## src/rtl/arb_pkg.sv

```systemverilog
// arb_pkg: shared arbiter types and helper functions
package arb_pkg;
  typedef enum logic {ARB_IDLE, ARB_BUSY} arb_state_t;
  function automatic int clog2(input int v);
    int r;
    r = 0;
    while ((1 << r) < v) r++;
    return r;
  endfunction
  function automatic logic [31:0] idx2oh(input int i);
    return 32'(1) << i;
  endfunction
  function automatic int oh2idx(input logic [31:0] oh);
    int r;
    r = 0;
    for (int i = 0; i < 32; i++) if (oh[i]) r = i;
    return r;
  endfunction
endpackage

```

## src/rtl/arb_pick.sv

```systemverilog
// arb_pick: combinational winner search, fixed (highest index) or round-robin after ptr
module arb_pick
  import arb_pkg::*;
#(
  parameter int N = 4,
  parameter int IDW = 2
) (
  input  logic [N-1:0]   cand,
  input  logic           mode,
  input  logic [IDW-1:0] ptr,
  output logic [N-1:0]   win_oh,
  output logic [IDW-1:0] win_id,
  output logic           any
);
  logic [2*N-1:0] dbl;
  logic [IDW-1:0] fx_id, rr_id;
  always_comb begin
    dbl = {cand, cand};
    fx_id = '0;
    rr_id = '0;
    for (int j = 0; j < N; j++) if (cand[j]) fx_id = IDW'(j);
    // doubled vector windowed to (ptr, ptr+N]; lowest surviving bit is the next in rotation
    for (int j = 2*N-1; j >= 0; j--)
      if (dbl[j] && j > int'(ptr) && j <= int'(ptr) + N) rr_id = IDW'(j % N);
    any = |cand;
    win_id = mode ? rr_id : fx_id;
    win_oh = any ? N'(idx2oh(int'(win_id))) : '0;
  end
endmodule

```

## src/rtl/param_priority_arbiter.sv

```systemverilog
// param_priority_arbiter: N-way locking arbiter, fixed or round-robin, with hold-time limit
module param_priority_arbiter
  import arb_pkg::*;
#(
  parameter int N = 4,
  parameter int MAX_HOLD = 8,
  localparam int IDW = clog2(N)
) (
  input  logic           clk,
  input  logic           reset,
  input  logic [N-1:0]   req,
  input  logic           mode,
  output logic [N-1:0]   gnt,
  output logic [IDW-1:0] gnt_id,
  output logic           gnt_valid
);
  localparam int HW = (MAX_HOLD > 0) ? clog2(MAX_HOLD + 1) : 1;
  arb_state_t state;
  logic [HW-1:0] hold_cnt;
  logic [IDW-1:0] rr_ptr, win_id;
  logic [N-1:0] cand, win_oh;
  logic any, owner_req, others, expire, rotate;
  always_comb begin
    owner_req = |(req & gnt);
    others = |(req & ~gnt);
    expire = (MAX_HOLD != 0) && (hold_cnt == HW'(MAX_HOLD));
    rotate = owner_req && expire && others;
    cand = rotate ? (req & ~gnt) : req;
  end
  arb_pick #(.N(N), .IDW(IDW)) u_pick (
    .cand(cand),
    .mode(mode),
    .ptr(rr_ptr),
    .win_oh(win_oh),
    .win_id(win_id),
    .any(any)
  );
  always_ff @(posedge clk or negedge reset)
    if (!reset) begin
      state <= ARB_IDLE;
      gnt <= '0;
      gnt_id <= '0;
      gnt_valid <= 1'b0;
      hold_cnt <= '0;
      rr_ptr <= IDW'(N - 1);
    end else if (state == ARB_IDLE || !owner_req || rotate) begin
      state <= any ? ARB_BUSY : ARB_IDLE;
      gnt <= win_oh;
      gnt_id <= win_id;
      gnt_valid <= any;
      hold_cnt <= any ? HW'(1) : '0;
      if (any) rr_ptr <= win_id;
    end else if (expire) begin
      hold_cnt <= HW'(1);
    end else if (MAX_HOLD != 0) begin
      hold_cnt <= hold_cnt + HW'(1);
    end
endmodule

```

## config.mk

```make
export PLATFORM = sky130hd
export DESIGN_NAME = param_priority_arbiter
export DESIGN_NICKNAME = d
export VERILOG_FILES = /design/src/rtl/arb_pkg.sv /design/src/rtl/arb_pick.sv /design/src/rtl/param_priority_arbiter.sv
export SDC_FILE = /design/constraint.sdc
export NUM_CORES = 1
export LEC_CHECK = 0
export BUFFER_PORTS_ARGS = -buffer_cell sky130_fd_sc_hd__buf_2
export CAP_MARGIN = 0
export CORE_ASPECT_RATIO = 1.4
export CORE_UTILIZATION = 33
export CTS_CLUSTER_SIZE = 28
export DETAILED_ROUTE_END_ITERATION = 8
export SLEW_MARGIN = 15
export SYNTH_ARGS = -nofsm -noshare
export SYNTH_HDL_FRONTEND = slang
export SYNTH_SLANG_ARGS = --single-unit
```

## constraint.sdc

```tcl
create_clock -name clk -period 4.28 [get_ports clk]
set_clock_uncertainty 0.15 [all_clocks]
set_input_delay 0.428 -clock clk [delete_from_list [all_inputs] [get_ports clk]]
set_output_delay 0.428 -clock clk [all_outputs]
set_load 0.02 [all_outputs]
```

==> key figures <==
Hold path
  – HP Class: reg2reg
  – Hold-critical path depth: 1

Place
  – Dpl cells: approximately 140
  – Placer Congestion: 0.778
  – Input/output buffers: 13
  – Post-DP HPWL: ~1.4 mm

Worst setup path
  – Critical path arrival: about 2.7 ns
  – Cell Chain, Critical Path: inv_1 > ha_1 > nand3b_4 > a21o_1 > o31ai_1 > o21ai_1 > a311oi_2 > nor2_1 > a22o_1
  – Critical path endpoint category: register
  – CP max stage delay: 0.46 ns
  – Critical Path RT: 4.29 ns
  – Worst Setup Path Type: reg2reg
  – Type of origin of the critical path: register
  – R2R depth: 9
  – CP max-delay cell: a311oi_2
  – Crit-path max FO: 6

Synth
  – Post-synth EDFFs: 0
  – Synth area leader: dfrtp_1
  – Syn Nets: around 100
  – Complex-gate fraction of the synthesized area: about a quarter
  – Yosys warns: 0
  – Primary FF master, synth: dfrtp_1
  – Post-Synth XOR/XNOR Area: 1.06%
  – Simple-gate share of the synthesized area: a little over a quarter
  – Yosys cell types: 36
  – Main combinational cell family by area after synthesis: compound AO/OA/AOI/OAI gates
  – Syn Inst Count: 90
  – #FFs+latches synth: 13
  – Ys async rst share: 100%
  – Synth top area share: about a third
  – Syn avg cell area: between 9 and 10 um^2
  – Top cells by count, synth: 11 x dfrtp_1, 11 x nand2_1, 9 x nor2_1
  – Post-Syn Area: 830 um^2
  – Post-synthesis mux area share: 0%
  – Top cells by area, synth: dfrtp_1 33%, dfstp_2 6.3%, nand2_1 5.0%
  – Sequential-to-total area share from yosys stat: about two fifths
  – Post-Synth Adder-Cell Area: slightly above 3%

Outcome
  – Status: finished, final reports clean

Clock network
  – CTS tree: done
  – Num CTS Buffers: 3
  – Hold_buf cts: 1
  – Postcts setup bufs: 0
  – Post-cts resize count: 0
  – Clock Path Buffers: 2
  – Sink Count: 13
  – Worst-path clk slew: about 0.080 ns
  – Clock root cell: clkbuf_4
  – H-tree depth: 1
  – Insertion delay to the later sink of the worst-skew pair: between 0.2 and 0.3 ns

Power and ir drop
  – Peak VDD IR: about 0.32 mV
  – Static Leakage: about 0.47 nW
  – PD cells: approximately 630 nW/um^2

Route
  – Met2 wire length: a little under 900 um
  – Final ANT Viol Nets: 0
  – Initial DRC Count: 20
  – DRC viols: 0
  – Via count: approximately 730
  – Uppermost layer routed: met4
  – Initial DRT Pass Iterations: 4
  – Routed WL: around 1.7 mm
  – Vias per cell: 5.17
  – Routed length per instance: ~12 um
  – Met3 wire len: ~110 um
  – Metal1 wirelength: 725 um

Die
  – Die X: around 44 um
  – Row count: 21
  – Full die area: 2720 um^2
  – Initial Utilization: around a third
  – CORE AREA: between 2000 and 2500 um^2
  – Die Height: 61.3 um
  – I/O pin cnt: 14

Timing
  – Max Fclk: 374 MHz
  – Final hold vios: 0
  – Worst-margin pin slew: a little over 0.7 ns
  – Unrepaired setup endpoints after global routing: no
  – Setup TNS: 0 ns
  – Final worst-path cycle share: a little over three fifths
  – Setup violators final: 0
  – Max_slew headroom: 51.3%
  – Slew Viols, Final: 0
  – Post-route minimum period: approximately 2.7 ns

Finish
  – Layout Cells excl Fill: between 100 and 150
  – Ant. Diodes: 0
  – Layout Nets: 117
  – Share of cells above drive strength 1: between 20% and 30%
  – P&R area growth vs syn: 16.9%

Global route
  – Pin count of the biggest net entering global routing: 14
  – First-pass GRT wire length: approximately 3.0 mm
  – Initial antenna violation count: 0
  – Total grt overflow: 0
  – Overall Global Routing Usage: between 10% and 20%
  – Vias in the first global route: ~740

Flow run
  – Total of max-cap violations: 0
where the power goes:
group / switching (mW) / internal (mW)
Combinational: 0.185 / 0.118
Clock: 0.0391 / 0.0362
Sequential: 0.0498 / 0.181
Total: 0.274 / 0.335
state kept, by name, indices dropped and copies added, names as in the netlist:
signal	count
gnt_id	2
hold_cnt	4
gnt_valid	1
rr_ptr	2
gnt	4
path summary, 6_finish.rpt:
check / slack, ns / start / endpoint
setup / recovery: 1.61 / hold_cnt[0]$_DFF_PN0_ / gnt[2]$_DFFE_PN0N_
hold / removal: 0.33 / gnt_id[1]$_DFFE_PN0N_ / gnt_id[1]$_DFFE_PN0N_
setup reg to reg: 1.61 / hold_cnt[0]$_DFF_PN0_ / gnt[2]$_DFFE_PN0N_
hold reg to reg: 0.33 / gnt_id[1]$_DFFE_PN0N_ / gnt_id[1]$_DFFE_PN0N_
max in group asynchronous: 3.28 / reset / rr_ptr[0]$_DFFE_PN1P_
min in group asynchronous: 0.41 / reset / gnt[0]$_DFFE_PN0N_
kinds of logic (layout without fill, tap and decap cells):
family / after synthesis / count (layout)
adders and majority gates: 2 / 2
AOI/OAI and AO/OA: 28 / 28
DFF: 13 / 13
and+or+nand+nor: 38 / 38
buffers and inverters: 8 / 25
xor gates and xnor gates: 1 / 1
routing by layer:
metal,up-vias,GRT usage (%)
li1,357,-
met1,340,16.8
met2,27,26.1
met3,5,4.11
met4,0,10.8
met5,-,0
per-stage QoR:
step	total power, mW	utilization, %	hold WS [ns]	instance area [um^2]	setup slack, ns
6_report	0.609	40.6	0.329	970	1.61
3_5_place_dp	0.536	39.0	0.184	933	1.63
2_1_floorplan	0.454	-	-0.0176	830	1.92
5_1_grt	0.668	40.6	0.365	970	1.48
4_1_cts	0.615	40.6	0.333	970	1.61
3_3_place_gp	0.530	39.0	0.180	933	1.63
placed cells by master, fill, tap and decap left out, types with 3 or more instances in the layout:
cell       n
a21o_1     3
nand2_1   11
inv_1      7
dfrtp_1   11
nor2b_1    4
o21ai_0    4
nand2b_1   4
nor2_1     9
clkbuf_4   3
buf_2     13
critical path, delay by kind of cell, from the launching register on:
| family | cells | cell delay (ns) |
|---|---|---|
| adders and majority gates | 1 | 0.19 |
| and+or+nand+nor | 2 | 0.22 |
| buffers and inverters | 1 | 0.07 |
| AOI/OAI and AO/OA | 5 | 1.53 |
| DFF | 1 | 0.41 |
layout make-up:
cell class              instances  area (um^2)
fillers                       254         1420
multi-input cells              69          472
flip-flops and latches         13          328
repair buffers                 14         75.1
well taps                      34         42.5
clock buffers                   4         26.3
inverters                       7         26.3
Power figures use the tool's default switching activity.
